File: config.mk
export PLATFORM = sky130hd
export DESIGN_NAME = stopwatch_ctrl
export DESIGN_NICKNAME = d
export VERILOG_FILES = /design/src/rtl/stopwatch_pkg.sv /design/src/rtl/tick_divider.sv /design/src/rtl/stopwatch_ctrl.sv
export SDC_FILE = /design/constraint.sdc
export NUM_CORES = 1
export LEC_CHECK = 0
export CAP_MARGIN = 0
export CORE_UTILIZATION = 55
export DETAILED_ROUTE_END_ITERATION = 16
export DONT_BUFFER_PORTS = 1
export MAX_ROUTING_LAYER = met4
export PLACE_DENSITY = 0.7
export SYNTH_ARGS = -nofsm -noshare
export SYNTH_HDL_FRONTEND = slang
export SYNTH_SLANG_ARGS = --single-unit
File: constraint.sdc
create_clock -name clk -period 2.4 [get_ports clk]
set_input_delay 0.24 -clock clk [delete_from_list [all_inputs] [get_ports clk]]
set_output_delay 0.24 -clock clk [all_outputs]
set_load 0.02 [all_outputs]
File: src/rtl/stopwatch_pkg.sv
// Shared state encodings, default divisors and a state-class helper for the
// stopwatch control path.
package stopwatch_pkg;

    localparam logic [1:0] ST_RUN     = 2'd0;
    localparam logic [1:0] ST_PAUSED  = 2'd1;
    localparam logic [1:0] ST_ADJ_MIN = 2'd2;
    localparam logic [1:0] ST_ADJ_SEC = 2'd3;

    localparam int DEF_DIV_CNT   = 100_000_000;
    localparam int DEF_DIV_ADJ   = 50_000_000;
    localparam int DEF_DIV_BLINK = 25_000_000;

    // Both adjust encodings have the MSB set.
    function automatic logic is_adj(input logic [1:0] s);
        return s[1];
    endfunction

endpackage

File: src/rtl/tick_divider.sv
// Modulo-DIV cycle counter with hold enable and synchronous clear.
// tick is asserted combinationally on the enabled cycle that wraps the count.
module tick_divider #(
    parameter int DIV = 2
) (
    input  logic clk,
    input  logic rst,
    input  logic en,
    input  logic clr,
    output logic tick
);

    localparam int W = (DIV > 1) ? $clog2(DIV) : 1;
    localparam logic [W-1:0] LAST = W'(DIV - 1);

    logic [W-1:0] cnt;

    always_ff @(posedge clk) begin
        if (!rst) begin
            cnt <= '0;
        end else if (clr) begin
            cnt <= '0;
        end else if (en) begin
            cnt <= (cnt == LAST) ? '0 : cnt + W'(1);
        end
    end

    // A clear on the wrap cycle swallows the tick.
    assign tick = en & ~clr & (cnt == LAST);

endmodule

File: src/rtl/stopwatch_ctrl.sv
// Run/pause/adjust sequencer for the mm:ss counter: edge-detects the buttons,
// owns the three time-base dividers and drives registered strobes and blink enables.
module stopwatch_ctrl
    import stopwatch_pkg::*;
#(
    parameter int DIV_CNT   = DEF_DIV_CNT,
    parameter int DIV_ADJ   = DEF_DIV_ADJ,
    parameter int DIV_BLINK = DEF_DIV_BLINK
) (
    input  logic       clk,
    input  logic       rst,
    input  logic       clr_btn,
    input  logic       pause_btn,
    input  logic       adj_sw,
    input  logic       sel_sw,
    output logic       cnt_clr,
    output logic       sec_inc,
    output logic       min_inc,
    output logic       carry_en,
    output logic       blink_min,
    output logic       blink_sec,
    output logic [1:0] state
);

    logic       clr_prev, pause_prev, paused, phase;
    logic       clr_edge, pause_edge, paused_n, phase_n, adj_clr;
    logic       cnt_tick, adj_tick, blink_tick;
    logic [1:0] nxt;

    // paused always mirrors RUN/PAUSED outside adjust, so one next-state
    // expression covers every state.
    always_comb begin
        clr_edge   = clr_btn & ~clr_prev;
        pause_edge = pause_btn & ~pause_prev;
        paused_n   = paused ^ pause_edge;
        if (adj_sw) nxt = sel_sw ? ST_ADJ_SEC : ST_ADJ_MIN;
        else        nxt = paused_n ? ST_PAUSED : ST_RUN;
        adj_clr    = clr_edge | ~is_adj(state) | (nxt != state);
        phase_n    = phase ^ blink_tick;
    end

    tick_divider #(.DIV(DIV_CNT)) u_cnt (
        .clk(clk), .rst(rst), .en(state == ST_RUN), .clr(clr_edge), .tick(cnt_tick)
    );

    tick_divider #(.DIV(DIV_ADJ)) u_adj (
        .clk(clk), .rst(rst), .en(is_adj(state)), .clr(adj_clr), .tick(adj_tick)
    );

    tick_divider #(.DIV(DIV_BLINK)) u_blink (
        .clk(clk), .rst(rst), .en(1'b1), .clr(1'b0), .tick(blink_tick)
    );

    always_ff @(posedge clk) begin
        if (!rst) begin
            state      <= ST_PAUSED;
            paused     <= 1'b1;
            clr_prev   <= 1'b1;
            pause_prev <= 1'b1;
            phase      <= 1'b0;
            cnt_clr    <= 1'b1;
            sec_inc    <= 1'b0;
            min_inc    <= 1'b0;
            carry_en   <= 1'b0;
            blink_min  <= 1'b0;
            blink_sec  <= 1'b0;
        end else begin
            state      <= nxt;
            paused     <= paused_n;
            clr_prev   <= clr_btn;
            pause_prev <= pause_btn;
            phase      <= phase_n;
            cnt_clr    <= clr_edge;
            sec_inc    <= ((state == ST_RUN) & cnt_tick) | ((state == ST_ADJ_SEC) & adj_tick);
            min_inc    <= (state == ST_ADJ_MIN) & adj_tick;
            // Look-ahead on nxt keeps these aligned with the state output.
            carry_en   <= ~is_adj(nxt);
            blink_min  <= (nxt == ST_ADJ_MIN) & phase_n;
            blink_sec  <= (nxt == ST_ADJ_SEC) & phase_n;
        end
    end

endmodule
-- After elaboration in Yosys (flattened, before gate mapping)
Index checks and enable logic that the tools add are counted.
- mux-type cells: 5
- bitwise operators: 23
- eq/ne operators: 8
- add/subtract/negate cells: 3
- reductions and logical operators: 4
- operators with widths (cell ; count):
    $add 27x1->27 const B ; 1
    $eq 27x27->1 const B ; 1
    $mux 27 ; 1
    $add 26x1->26 const B ; 1
    $eq 26x26->1 const B ; 1
    $mux 26 ; 1
    $add 25x1->25 const B ; 1
    $eq 25x25->1 const B ; 1
    $and 1x1->1 ; 11
    $eq 2x2->1 const B ; 4
    $not 1->1 ; 7
    $reduce_or 2->1 ; 3
    $or 1x1->1 ; 3
    $logic_not 2->1 ; 1
    $mux 1 ; 2
    $mux 2 ; 1
    $ne 2x2->1 ; 1
    $xor 1x1->1 ; 2
- word-level logic and storage cells: 57
- output and inout port bits: 8
- register bits: 90

-- Logic depth before layout (Yosys ltp)
- depth after elaboration: 12
- gate-level depth with buffers: 8

-- Hierarchy
A second synthesis with hierarchy kept.
- cells, all modules: 505
- area total of the unflattened synthesis: 4374.2 um^2
- modules (own cells, without submodules) (module ; cells each ; instances ; area an instance (um^2)):
    tick_divider at u_adj ; 155 ; 1 ; 1375.1
    tick_divider at u_cnt ; 167 ; 1 ; 1363.8
    tick_divider at u_blink ; 145 ; 1 ; 1236.2
    stopwatch_ctrl ; 38 ; 1 ; 399.1

-- Least setup slack after synthesis
No wires, ideal clock.
- kind: register to register
- from: reg u_adj.cnt[9]
- to: reg u_adj.cnt[9]
- period minus slack after synthesis: 1.888 ns
- arrival time: 1.773 ns
- cell stages (with the launch flop): 8
- data required time: 2.285 ns
- slack: 0.512 ns
- path buffers: 2
- cell sequence: dfxtp_1 -> or4b_1 -> or3_4 -> nor4_4 -> or2_1 -> buf_6 -> buf_12 -> nor2_2
- word-level cells in the longest chain between the ends: 2
- elaborated cells on any way between the ends: 3
- those cells by class: add/sub: 1; eq/ne: 1; mux: 1
- ends and longest elaborated chain (element ; line ; source):
    start, declared ; tick_divider.sv:16 ; logic [W-1:0] cnt;
    start signal, assigned ; tick_divider.sv:24 ; cnt <= (cnt == LAST) ? '0 : cnt + W'(1);
    $add 26x1->26 or $eq 26x26->1 (tied branches) ; tick_divider.sv:24 ;
    $mux 26 (*) ; tick_divider.sv:24 ;
Mark *: on every way between the ends. The rest lies on a longest branch, timed or not.
A chain may end at the register's enable or synchronous reset.

-- Worst setup path in the final report
- from: reg u_adj.cnt[9]
- to: reg u_adj.cnt[23]
The elaborated chain is that of the path after synthesis.

==> metrics.cfg <==
[cts]
path_clk_slew_ns = 0.09
cts_sinks = 90
tritoncts = done
numCtsBuffers = 9
cts_htree_levels = 3
cts_resized = 0
cts-root-buf = clkbuf_8
clockBufferDepth = 2
worstSkewPairLatency_ns = 0.35

[setup_path]
cp_max_fo = 25
crit_required_ns = 2.65
arrival_ns = 2.27
critPathBufInv = 1
cp_cell_sequence = or4b_1, or3_4, nor4_4, or2_1, buf_12, nor2_1
critPathCaptureType = flop
slowest_stage = or4b_1
critPathLaunchType = flop
critPathTopFamily = simple AND/OR/NAND/NOR gates
cp_slowest_stage_delay_ns = 0.54
criticalPathCategory = reg2reg

[synth]
avgSynthCellArea_um2 = 8.978
yosys.area.top_type_share = 0.4520
yosys-top-cells-area = dfxtp_1, xor2_1, nor2_1
synthTopCellsByCount = dfxtp_1, nor2_1, xor2_1, nand2_1, nand4_1
yosysUniqueCellTypes = 46
syn-num-nets = 453
synth.most_common_cell = dfxtp_1
netlist_area_um2 = 3986
ys.flop_type = dfxtp_1
seq_area_frac_synth = 0.4520
syn_inst = 444
synth-edff-count = 0
ys_async_sr_fraction = 0
ys_ff_latch = 90
synth_warnings = 0
synth_area_leader_cell = dfxtp_1

[floorplanning]
die_x_um = 87.14
fp.dieH_um = 87.14
core_um2 = 6907
die_area_um2 = 7593
rows = 30
ios = 14
start_util = 0.5772

[timing]
finalSetupViolCount = 0
tns_ns = 0
fin_skew_ns = 0.01187
hold_viol = 0
post-route-min-period_ns = 2.022
period_share = 0.8424
worst_slew_pin_slew_ns = 0.5181
setup_ws_ns = 0.3781
slew_viol_final = 0
max_clock_freq_ghz = 0.4946
rsz0062_at_grt = no
slew-limit-headroom = 0.6542

[detailed_routing]
routed_wirelength_um = 7270
drtAntennaViolNets = 0
firstDrtPassIters = 4
vias = 3011
wire_per_inst_um = 12.98
vias_per_cell = 5.377
drt_iter0_drc = 126
drc = 0

[global_routing]
grt.overflow.total = 0
grt_use_total = 0.2199
grt_max_degree = 26
antenna_found_initial = 0
grt_pass1_wl_um = 12760
grt_pass1_vias = 2873

[power]
finalPower_mw = 2.677
seqPwrFrac = 0.568
p_int_mw = 2.111
power_switching_mw = 0.5659
leakagePower_nw = 1.516
p_clk_frac = 0.409
peakVddDrop_mv = 0.2986
swShare = 0.2114
powerDensity_nw_per_um2 = 611.1
combPwrFrac = 0.023

[finish]
fin_nets = 469
fill_cells = 619
area_delta_synth_final_pct = 9.887
n_antenna_cell = 0
final_util = 0.6342
layout-drive-gt1-share = 0.1056

[place]
gp_congestion = 0.8416
dp_hpwl_um = 4926
dp_slack_ns = 0.4095
portBuffers = 0

[flow_run]
drv_cap = 0

[status]
status = finished clean

[worst_hold_path]
min_path_type = in2reg

==> state kept, by name, summed over array words and instances, names as in the netlist <==
| register | cells |
|---|---|
| paused | 1 |
| u_adj.cnt | 26 |
| u_blink.cnt | 25 |
| clr_prev | 1 |
| cnt_clr | 1 |
| sec_inc | 1 |
| state | 2 |
| min_inc | 1 |
| carry_en | 1 |
| pause_prev | 1 |
| blink_sec | 1 |
| u_cnt.cnt | 27 |
| blink_min | 1 |
| phase | 1 |
==> final cells by class <==
type / instances / area [um^2] / share of cell area
multi-input combinational: 333 / 2061 / 0.4704
timing repair buffer: 18 / 160.2 / 0.03656
clock buffer: 10 / 127.6 / 0.02913
clock inverter: 5 / 80.08 / 0.01828
sequential: 90 / 1802 / 0.4113
inverter: 8 / 30.03 / 0.006855
tap: 96 / 120.1 / 0.02742
==> layout by cell type, fill, tap and decap left out, types with 5 or more instances in the layout <==
master,synthesis,final
inv_1,8,8
nor2_2,13,13
xor2_1,57,57
dlygate4sd3_1,0,5
and3_1,11,11
nor4b_1,5,5
nand4_1,33,33
dfxtp_1,90,90
nand3_1,27,27
nor2_1,81,81
clkbuf_8,0,9
and4_1,6,6
buf_4,1,12
xnor2_1,17,17
nand2_1,34,34
nor4_1,7,7
==> final timing paths <==
kind                                        to  cells after the start      startpoint  slack, ns
worst min register to register  u_blink.cnt[0]                      1  u_blink.cnt[0]       0.47
worst min-delay path                  state[0]                      2          sel_sw       0.03
worst max register to register   u_adj.cnt[23]                      6    u_adj.cnt[9]       0.38
worst max-delay path             u_adj.cnt[23]                      6    u_adj.cnt[9]       0.38
==> logic make-up after synthesis <==
kind of cell / share of synthesized area
compound gates: 0.01381
xor+xnor: 0.1626
fa+ha+maj: 0.009417
buf+inv: 0.03107
flops: 0.4520
mux: 0.002511
simple gates: 0.3286
==> stage by stage <==
stage                     hold WS [ns]  cells  area [um^2]
after CTS                      0.01431    560         4380
final                          0.02892    560         4380
after detailed placement        0.3128    540         4123
after global placement          0.3106    540         4123
after floorplan                 0.3019    444         3986
after global routing           0.01986    560         4380
==> power groups by stage <==
stage | Sequential, mW | Clock [mW] | Combinational (mW)
6_report | 1.52 | 1.09 | 0.0616
5_1_grt | 1.52 | 1.18 | 0.0690
4_1_cts | 1.52 | 1.12 | 0.0621
3_5_place_dp | 1.56 | 0 | 0.0544
3_3_place_gp | 1.56 | 0 | 0.0535
2_1_floorplan | 1.55 | 0 | 0.0474
==> timing repair <==
| action | CTS | global route |
|---|---|---|
| hold buffers | 5 | 0 |
| hold endpoints to repair | 5 | 0 |
| setup buffers | 0 | 0 |
==> metal layers <==
metal,up-vias,GRT usage,wire length (um)
met4,0,0.07899,155
met5,-,-,0
met2,45,0.3443,3254
met1,1406,0.2755,3569
li1,1547,-,-
met3,13,0.05592,291
Power figures use the tool's default switching activity.
